## src/rtl/flags_ctx_pkg.sv

```systemverilog
// Shared constants for the flags context: flag bit positions, opcode match
// patterns and the write-mask constants used by the mask decoder.
package flags_ctx_pkg;

  localparam int FLG_C = 0;
  localparam int FLG_V = 1;
  localparam int FLG_Z = 2;
  localparam int FLG_S = 3;

  localparam int PHASE_H     = 3;
  localparam int PHASE_M_DEF = 2;

  localparam int OPC_W = 13;

  // An opcode matches when (opc & care) == val; clear care bits are don't-care.
  typedef struct packed {
    logic [OPC_W-1:0] val;
    logic [OPC_W-1:0] care;
  } opc_pat_t;

  localparam opc_pat_t zADD = '{val: {8'h01, 2'b00, 3'b000}, care: {8'hFF, 2'b00, 3'b000}};
  localparam opc_pat_t zSUB = '{val: {8'h02, 2'b00, 3'b000}, care: {8'hFF, 2'b00, 3'b000}};
  localparam opc_pat_t zCMP = '{val: {8'h03, 2'b00, 3'b000}, care: {8'hFF, 2'b00, 3'b000}};
  localparam opc_pat_t zSLL = '{val: {8'h08, 2'b01, 3'b000}, care: {8'hFF, 2'b11, 3'b000}};
  localparam opc_pat_t zAND = '{val: {8'h10, 2'b00, 3'b000}, care: {8'hFF, 2'b00, 3'b000}};
  localparam opc_pat_t zOR  = '{val: {8'h11, 2'b00, 3'b000}, care: {8'hFF, 2'b00, 3'b000}};
  localparam opc_pat_t zXOR = '{val: {8'h12, 2'b00, 3'b000}, care: {8'hFF, 2'b00, 3'b000}};

  localparam logic [3:0] WM_ALL = 4'b1111;
  localparam logic [3:0] WM_ZS  = 4'b1100;

  function automatic logic opc_match(input logic [OPC_W-1:0] opc, input opc_pat_t pat);
    return (opc & pat.care) == pat.val;
  endfunction

endpackage

```

## src/rtl/flags_wmask_dec.sv

```systemverilog
// Combinational opcode-to-flag-write-mask decoder; also usable by hazard logic.
module flags_wmask_dec
  import flags_ctx_pkg::*;
#(
  parameter int FLAG_W = 4
) (
  input  logic [7:0]        op1,
  input  logic [1:0]        op2,
  input  logic [2:0]        op3,
  output logic [FLAG_W-1:0] wmask
);

  localparam logic [FLAG_W-1:0] M_ALL = {FLAG_W{1'b1}};
  localparam logic [FLAG_W-1:0] M_ZS  = FLAG_W'(WM_ZS);

  logic [OPC_W-1:0] opc;
  assign opc = {op1, op2, op3};

  always_comb begin
    wmask = '0;
    if (opc_match(opc, zADD) || opc_match(opc, zSUB) ||
        opc_match(opc, zCMP) || opc_match(opc, zSLL)) begin
      wmask = M_ALL;
    end else if (opc_match(opc, zAND) || opc_match(opc, zOR) || opc_match(opc, zXOR)) begin
      wmask = M_ZS;
    end
  end

endmodule

```

## src/rtl/flags_ctx.sv

```systemverilog
// Condition flags register with masked phase-m update, direct load and a
// LIFO save/restore stack for interrupt entry and return.
module flags_ctx
  import flags_ctx_pkg::*;
#(
  parameter int FLAG_W  = 4,
  parameter int DEPTH   = 4,
  parameter int PHASE_W = PHASE_H + 1,
  parameter int PHASE_M = PHASE_M_DEF,
  parameter int CNT_W   = $clog2(DEPTH + 1)
) (
  input  logic               clk,
  input  logic               rst,
  input  logic [PHASE_W-1:0] phase,
  input  logic [7:0]         op1,
  input  logic [1:0]         op2,
  input  logic [2:0]         op3,
  input  logic [FLAG_W-1:0]  flags_in,
  input  logic               wr_en,
  input  logic [FLAG_W-1:0]  wr_data,
  input  logic               push,
  input  logic               pop,
  input  logic               err_clr,
  output logic [FLAG_W-1:0]  flags_out,
  output logic [CNT_W-1:0]   count,
  output logic               full,
  output logic               empty,
  output logic               err_ovf,
  output logic               err_unf
);

  logic [FLAG_W-1:0] flags_q, flags_d;
  logic [CNT_W-1:0]  count_q, count_d;
  logic              err_ovf_q, err_ovf_d;
  logic              err_unf_q, err_unf_d;
  logic [FLAG_W-1:0] stack_q [DEPTH];
  logic [FLAG_W-1:0] stack_d [DEPTH];

  logic [FLAG_W-1:0] wmask;
  logic [FLAG_W-1:0] top_flags;
  logic              full_w, empty_w;
  logic              push_ok, pop_ok, ovf_evt, unf_evt;
  logic              unused_phase;

  assign unused_phase = ^phase;

  flags_wmask_dec #(.FLAG_W(FLAG_W)) u_dec (
    .op1   (op1),
    .op2   (op2),
    .op3   (op3),
    .wmask (wmask)
  );

  assign full_w  = (count_q == CNT_W'(DEPTH));
  assign empty_w = (count_q == '0);

  // Simultaneous push and pop cancel each other without raising an error.
  assign push_ok = push & ~pop & ~full_w;
  assign pop_ok  = pop & ~push & ~empty_w;
  assign ovf_evt = push & ~pop & full_w;
  assign unf_evt = pop & ~push & empty_w;

  always_comb begin
    top_flags = '0;
    for (int i = 0; i < DEPTH; i++) begin
      if (count_q == CNT_W'(i + 1)) top_flags = stack_q[i];
    end
  end

  always_comb begin
    flags_d = flags_q;
    if (pop_ok) begin
      flags_d = top_flags;
    end else if (wr_en) begin
      flags_d = wr_data;
    end else if (phase[PHASE_M]) begin
      flags_d = (flags_q & ~wmask) | (flags_in & wmask);
    end
  end

  always_comb begin
    count_d = count_q;
    if (push_ok)     count_d = count_q + CNT_W'(1);
    else if (pop_ok) count_d = count_q - CNT_W'(1);
  end

  // The saved value is the flags before this cycle's update.
  always_comb begin
    for (int i = 0; i < DEPTH; i++) begin
      stack_d[i] = stack_q[i];
      if (push_ok && count_q == CNT_W'(i)) stack_d[i] = flags_q;
    end
  end

  // Setting takes precedence over a same-cycle clear.
  always_comb begin
    err_ovf_d = ovf_evt | (err_ovf_q & ~err_clr);
    err_unf_d = unf_evt | (err_unf_q & ~err_clr);
  end

  always_ff @(posedge clk or negedge rst) begin
    if (!rst) begin
      flags_q   <= '0;
      count_q   <= '0;
      err_ovf_q <= 1'b0;
      err_unf_q <= 1'b0;
      for (int i = 0; i < DEPTH; i++) stack_q[i] <= '0;
    end else begin
      flags_q   <= flags_d;
      count_q   <= count_d;
      err_ovf_q <= err_ovf_d;
      err_unf_q <= err_unf_d;
      for (int i = 0; i < DEPTH; i++) stack_q[i] <= stack_d[i];
    end
  end

  assign flags_out = flags_q;
  assign count     = count_q;
  assign full      = full_w;
  assign empty     = empty_w;
  assign err_ovf   = err_ovf_q;
  assign err_unf   = err_unf_q;

endmodule

```

## config.mk

```make
export PLATFORM = sky130hd
export DESIGN_NAME = flags_ctx
export DESIGN_NICKNAME = d
export VERILOG_FILES = /design/src/rtl/flags_ctx_pkg.sv /design/src/rtl/flags_wmask_dec.sv /design/src/rtl/flags_ctx.sv
export SDC_FILE = /design/constraint.sdc
export NUM_CORES = 1
export LEC_CHECK = 0
export CORE_MARGIN = 5
export CORE_UTILIZATION = 49
export CTS_BUF_LIST = sky130_fd_sc_hd__clkbuf_4 sky130_fd_sc_hd__clkbuf_8
export CTS_CLUSTER_DIAMETER = 120
export CTS_CLUSTER_SIZE = 28
export DETAILED_ROUTE_END_ITERATION = 8
export GPL_ROUTABILITY_DRIVEN = 0
export PLACE_DENSITY_LB_ADDON = 0.08
export SYNTH_ARGS = -nofsm -noshare
export SYNTH_HDL_FRONTEND = slang
export SYNTH_HIERARCHICAL = 1
export SYNTH_SLANG_ARGS = --single-unit
```

## constraint.sdc

```tcl
create_clock -name clk -period 2 [get_ports clk]
set_clock_uncertainty 0.2 [all_clocks]
set_input_delay 0.3 -clock clk [delete_from_list [all_inputs] [get_ports clk]]
set_output_delay 0.3 -clock clk [all_outputs]
set_load 0.01 [all_outputs]
```

==> flow_metrics.py, run 1 <==
metrics = {
    "worst_setup_path": {
        "cpMaxStageDelayCell": "clkdlybuf4s50_1",
        "critPathCaptureType": "flop",
        "critPathLaunchType": "input pin",
        "crit_arrival_ns": 2.00,
        "reg2reg_slack_ns": 0.12,
        "crit_type": "input pin to flop",
        "path_delay_family": "simple AND/OR/NAND/NOR gates",
        "cpMostUsedCell": "mux2i_1",
        "crit_chain": "clkdlybuf4s50_1, and4bb_1, mux2i_1, nor3_2, nand2_1, mux2i_1, o211a_1, a31oi_1",
        "critPathRequiredTime_ns": 2.05,
        "reg2regPathDepth": 7,
        "cp_num_buf_inv": 1,
        "r2r_start": "count[1]",
        "cp_max_fo": 2,
        "max_stage_delay_ns": 0.44,
    },
    "timing": {
        "relSlewSlack": 0.764,
        "finalCritPeriodShare": 0.975,
        "finalWorstSetupSlack_ns": 0.0509,
        "finalSetupViolations": 0,
        "fmax_mhz": 513,
        "drv_slew": 0,
        "final_hold_viol_count": 0,
        "tightest_slew_ns": 0.351,
        "period_minus_slack_ns": 1.95,
    },
    "global_routing": {
        "grt_pass1_wl_mm": 5.98,
        "grt_max_degree": 26,
        "overflow": 0,
        "antenna_found_initial": 0,
        "grtUsageTotal": 0.181,
        "grt_pass1_vias": 1286,
    },
    "yosys": {
        "netlist_top_cells_count": "dfrtp_1 (25), nand2_1 (14), mux2_2 (12), nor2_1 (8)",
        "netlist-cell-type-count": 38,
        "avgSynthCellArea_um2": 10.7,
        "syn-num-nets": 178,
        "ys.flop_type": "dfrtp_1",
        "synth.top_cell.area_share": 0.414,
        "synth_area_leader_cell": "dfrtp_1",
        "postSynth.asyncResetShare": 1.00,
        "synth_seq_area_share": 0.414,
        "synth.ff_latch_count": 25,
        "synth-edff-count": 0,
        "synth_area_leaders": "dfrtp_1 (41%), mux2_2 (8.9%), ha_1 (5.0%)",
        "yosys_warnings": 6,
        "synthCells": 141,
        "netlist_area_um2": 1510,
        "synth.most_common_cell": "dfrtp_1",
    },
    "detailed_routing": {
        "drt_pass1_iterations": 4,
        "ant_nets": 0,
        "routedWlPerCell_um": 16.6,
        "vias_per_cell": 5.61,
        "routed_wl_mm": 3.71,
        "drt_iter0_drc": 35,
        "drc": 0,
        "route.vias.total": 1251,
    },
    "cells_and_area": {
        "area_growth_pct": 37.1,
        "design_area_um2": 2070,
        "final_nets": 228,
        "diodes": 0,
        "n_fill_cell": 259,
        "layout-drive-gt1-share": 0.295,
        "finalNonFillerCells": 223,
    },
    "floorplan": {
        "io_pins": 42,
        "dieHeight_um": 65.5,
        "initial_core_util": 0.503,
        "dieArea_um2": 4290,
        "core_area_um2": 3000,
        "rows": 20,
        "die_w_um": 65.5,
    },
    "cts": {
        "holdBufCountCts": 0,
        "insertion_delay_ns": 0.33,
        "clockBufferDepth": 2,
        "cts.clk_slew.worst_paths_ns": 0.14,
        "tritoncts": "yes",
        "numClockSinks": 25,
        "cts-root-buf": "clkbuf_4",
        "cts_setup_buffers": 0,
        "htree_levels": 1,
        "cts_buffers": 3,
    },
    "placement": {
        "dp_cells": 219,
        "placed_cell_area_um2": 1980,
        "numPortBuffers": 35,
        "dpl.hpwl_mm": 2.88,
        "post-place-ws_ns": -0.343,
    },
    "run": {
        "max_cap_violations": 0,
    },
    "pwr": {
        "p_leak_nw": 0.982,
        "peakVddDrop_mv": 0.646,
        "finalPower_w": 0.00238,
        "power-per-cell-area_nw_per_um2": 1150,
    },
    "worst_hold_path": {
        "hold_class": "input pin to asynchronous set/reset pin",
    },
    "outcome": {
        "status": "finished clean",
    },
}
[worst reg2reg max path, delay by kind of cell (launching register included)]
kind,cells,cell delay (ns)
compound gates,3,0.48
buf+inv,2,0.31
fa+ha+maj,2,0.37
flops,1,0.42
[cells by family after synthesis]
logic type                 count (synthesis)  synth area share
and+or+nand+nor                           39             0.142
AOI/OAI and AO/OA                         31             0.157
DFF                                       25             0.414
muxes                                     22             0.169
buffers and inverters                     16            0.0572
adders and majority gates                  6            0.0497
xor gates and xnor gates                   2            0.0116
[cells in the final DEF (no fill, tap or decap), types with 2 or more instances in the layout]
cell and count:
o21ai_0 7, inv_1 6, clkdlybuf4s50_1 28, nand2b_1 2
nor2_2 2, inv_2 2, ha_1 4, dfrtp_1 24
nor2_1 7, mux2_2 12, a221o_1 4, o22ai_1 3
nand2_1 13, o211a_1 4, and3_1 2, buf_4 18
nor3_2 2, o211ai_1 4, dlymetal6s2s_1 5, mux2i_1 6
nor2b_1 2, a31oi_1 4, clkbuf_4 3, mux2_4 4
[per-layer routing]
layer	part of all wire	vias to the layer above	wire, µm	global-route usage
met1	0.43	612	1590	0.214
met3	0.038	5	142	0.0325
met2	0.52	24	1920	0.322
li1	-	610	-	-
met5	0	-	0	0
met4	0.015	0	54	0.0751
[report_power, final]
| group | leakage, nW | internal [W] | switching (W) |
|---|---|---|---|
| clock network | 0.0139 | 0.0000766 | 0.000157 |
| registers | 0.313 | 0.000724 | 0.000171 |
| logic | 0.655 | 0.000703 | 0.000546 |
| total | 0.982 | 0.00150 | 0.000874 |
[worst max path at each step]
stage,from,slack [ns],cells after the start,end
floorplan,count[2],0.06,6,stack_q[0]
CTS,op1[2],0.01,8,flop
global placement,op1[2],-0.29,8,flop
detailed placement,op1[2],-0.34,8,flop
global route,op1[1],-0.03,8,flop
finish,op1[2],0.05,8,flop
[layout make-up]
type | instances | area (µm²) | area share
tap | 33 | 41.3 | 0.0199
timing repair buffer | 53 | 492 | 0.237
inverter | 8 | 30.0 | 0.0145
multi-input combinational | 100 | 851 | 0.411
sequential | 25 | 627 | 0.303
clock inverter | 1 | 7.51 | 0.00363
clock buffer | 3 | 22.5 | 0.0109
[timing repair]
action / 4_1_cts / 5_1_grt
endpoints found under the setup margin: 2 / 10
resized for setup: 5 / 17
pin swaps: 0 / 6
[per-stage QoR]
step           utilization  hold WS, ns  TNS [ns]
2_1_floorplan            -       -0.196         0
3_3_place_gp         0.660        0.283    -0.964
3_5_place_dp         0.660        0.291     -1.14
4_1_cts              0.673        0.109         0
5_1_grt              0.690        0.123   -0.0407
6_report             0.690        0.112         0
(Power assumes the default switching activity.)
==> run 2: changes to the inputs <==
--- a/config.mk
+++ b/config.mk
@@ -5,6 +5,7 @@
 export SDC_FILE = /design/constraint.sdc
 export NUM_CORES = 1
 export LEC_CHECK = 0
+export CORE_ASPECT_RATIO = 2
 export CORE_MARGIN = 5
 export CORE_UTILIZATION = 49
 export CTS_BUF_LIST = sky130_fd_sc_hd__clkbuf_4 sky130_fd_sc_hd__clkbuf_8
@@ -12,6 +13,7 @@
 export CTS_CLUSTER_SIZE = 28
 export DETAILED_ROUTE_END_ITERATION = 8
 export GPL_ROUTABILITY_DRIVEN = 0
+export GPL_TIMING_DRIVEN = 0
 export PLACE_DENSITY_LB_ADDON = 0.08
 export SYNTH_ARGS = -nofsm -noshare
 export SYNTH_HDL_FRONTEND = slang
==> constraint.sdc (replaced) <==
create_clock -name clk -period 2.11 [get_ports clk]
set_clock_uncertainty 0.2 [all_clocks]
set_input_delay 0.3165 -clock clk [delete_from_list [all_inputs] [get_ports clk]]
set_output_delay 0.3165 -clock clk [all_outputs]
set_load 0.01 [all_outputs]
==> run 2 against run 1 <==
Against the previous run: die area grew 1.6%; worst hold slack better by 0.14 ns; critical path type unchanged; combinational power fell by 12%; non-clock buffer count down 12; routed wire length grew 9.4%; core utilization fell by 2.2 points; register-to-register slack lost 0.03 ns; total power decreased by 5.1%.
==> flow_metrics.py, run 2 (same netlist as run 1, synthesis figures left out) <==
metrics = {
    "outcome": {
        "status": "finished clean",
    },
    "pwr": {
        "seqPwrFrac": 0.386,
        "intPower_w": 0.00141,
        "p_switching_w": 0.000847,
        "power-per-cell-area_nw_per_um2": 1140,
        "p_leak_nw": 0.918,
        "peakVddDrop_mv": 0.779,
        "comb_power_share": 0.488,
        "clkPwrFrac": 0.126,
        "switching_share": 0.375,
    },
    "worst_hold_path": {
        "hold_class": "input pin to flop",
        "hold_start": "pop",
    },
    "cts": {
        "cts-root-buf": "clkbuf_8",
        "cts.clk_slew.worst_paths_ns": 0.08,
        "numClockSinks": 25,
        "cts_buffers": 3,
        "htree_levels": 1,
        "holdBufCountCts": 0,
        "tritoncts": "yes",
        "clockBufferDepth": 2,
        "insertion_delay_ns": 0.27,
    },
    "detailed_routing": {
        "drt_pass1_iterations": 4,
        "routed_wl_mm": 4.06,
        "vias_per_cell": 5.83,
        "drt_iter0_drc": 19,
        "drc": 0,
        "routedWlPerCell_um": 19.5,
        "route.vias.total": 1213,
        "ant_nets": 0,
    },
    "floorplan": {
        "dieArea_um2": 4360,
        "io_pins": 42,
        "core_area_um2": 2980,
        "initial_core_util": 0.507,
        "die_w_um": 49.3,
        "rows": 28,
        "dieHeight_um": 88.5,
    },
    "global_routing": {
        "grtUsageTotal": 0.198,
        "grt_max_degree": 26,
        "grt_pass1_wl_mm": 6.52,
        "grt_pass1_vias": 1327,
        "overflow": 0,
        "antenna_found_initial": 0,
    },
    "worst_setup_path": {
        "r2r_start": "count[2]",
        "critPathRequiredTime_ns": 2.05,
        "critPathLaunch": "op1[0]",
        "critPathLaunchType": "input pin",
        "crit_arrival_ns": 2.00,
        "critPathCaptureType": "flop",
        "cp_max_fo": 3,
        "crit_type": "input pin to flop",
    },
    "run": {
        "max_cap_violations": 0,
    },
    "cells_and_area": {
        "diodes": 0,
        "finalNonFillerCells": 208,
        "design_area_um2": 1990,
        "layout-drive-gt1-share": 0.253,
        "layout_commonest_cell": "clkdlybuf4s50_1",
        "final_cell_mix": "clkdlybuf4s50_1 (29), dfrtp_1 (23), nand2_1 (14)",
        "final_nets": 216,
        "area_growth_pct": 31.6,
    },
    "timing": {
        "relSlewSlack": 0.227,
        "rsz0062_at_grt": "true",
        "tightest_slew_ns": 1.16,
        "fmax_mhz": 486,
        "hold_slack_ns": 0.249,
        "finalSetupViolations": 0,
        "finalCritPeriodShare": 0.976,
        "drv_slew": 0,
        "final_hold_viol_count": 0,
        "finalWorstSetupSlack_ns": 0.0515,
        "period_minus_slack_ns": 2.06,
    },
    "placement": {
        "numPortBuffers": 33,
        "dpl.hpwl_mm": 3.21,
        "placed_cell_area_um2": 1880,
        "post-place-ws_ns": -0.431,
        "dp_cells": 204,
    },
}
[run 2: layout make-up]
| type | instances | area, µm² |
|---|---|---|
| Fill cell | 254 | 990 |
| Clock inverter | 1 | 5.00 |
| Timing Repair Buffer | 34 | 342 |
| Clock buffer | 3 | 41.3 |
| Multi-Input combinational cell | 100 | 856 |
| Sequential cell | 25 | 628 |
| Tap cell | 30 | 37.5 |
| Buffer | 7 | 48.8 |
| Inverter | 8 | 30.0 |
[run 2: worst paths after layout]
path / end / slack, ns / cells after the start
worst max-delay path: flop / 0.05 / 9
max in group asynchronous: count[1] / 0.49 / 1
worst min register to register: stack_q[1] / 0.31 / 1
worst min-delay path: count[2] / 0.25 / 2
worst max register to register: stack_q[3] / 0.09 / 6
min in group asynchronous: stack_q[6] / 0.46 / 1
[run 2: worst max-delay path, stage by stage]
cell,delay (ns)
clkdlybuf4s50_1,0.50
nor2_1,0.19
mux2i_1,0.33
nor3_4,0.07
buf_4,0.13
nand2_1,0.07
mux2i_1,0.19
o211a_1,0.16
a31oi_1,0.04
[run 2: metal layers]
metal  track usage  part of all wire  up-vias
li1              -                 -      582
met1         0.188              0.35      603
met2         0.414              0.62       21
met3        0.0219             0.018        7
met4        0.0662             0.017        0
met5             0                 0        -
[run 2: what timing repair did]
item / CTS / global route
setup endpoints to repair: 10 / 9
cloned: 0 / 0
pin swaps: 2 / 6
gates resized for setup: 13 / 8
setup buffers: 1 / 0
[run 2: power groups by stage]
| stage | Sequential, W | Clock [W] | Combinational (W) |
|---|---|---|---|
| 5_1_grt | 0.000900 | 0.000307 | 0.00122 |
| 6_report | 0.000871 | 0.000284 | 0.00110 |
| 2_1_floorplan | 0.000843 | 0 | 0.000659 |
| 3_5_place_dp | 0.000878 | 0 | 0.00106 |
| 3_3_place_gp | 0.000865 | 0 | 0.00103 |
| 4_1_cts | 0.000869 | 0.000291 | 0.00111 |
[run 2: metrics by stage]
step	power (W)	util	TNS (ns)
floorplan	0.00150	-	0
global placement	0.00189	0.631	-1.38
detailed placement	0.00193	0.631	-1.85
CTS	0.00227	0.659	0
global route	0.00243	0.668	-0.0603
finish	0.00226	0.668	0
==> run 3: changes to the inputs <==
--- a/config.mk
+++ b/config.mk
@@ -14,6 +14,7 @@
 export DETAILED_ROUTE_END_ITERATION = 8
 export GPL_ROUTABILITY_DRIVEN = 0
 export GPL_TIMING_DRIVEN = 0
+export HOLD_SLACK_MARGIN = 0.1
 export PLACE_DENSITY_LB_ADDON = 0.08
 export SYNTH_ARGS = -nofsm -noshare
 export SYNTH_HDL_FRONTEND = slang
==> results of run 3 <==
No change in the layout: final DEF, timing and power equal those of run 2.
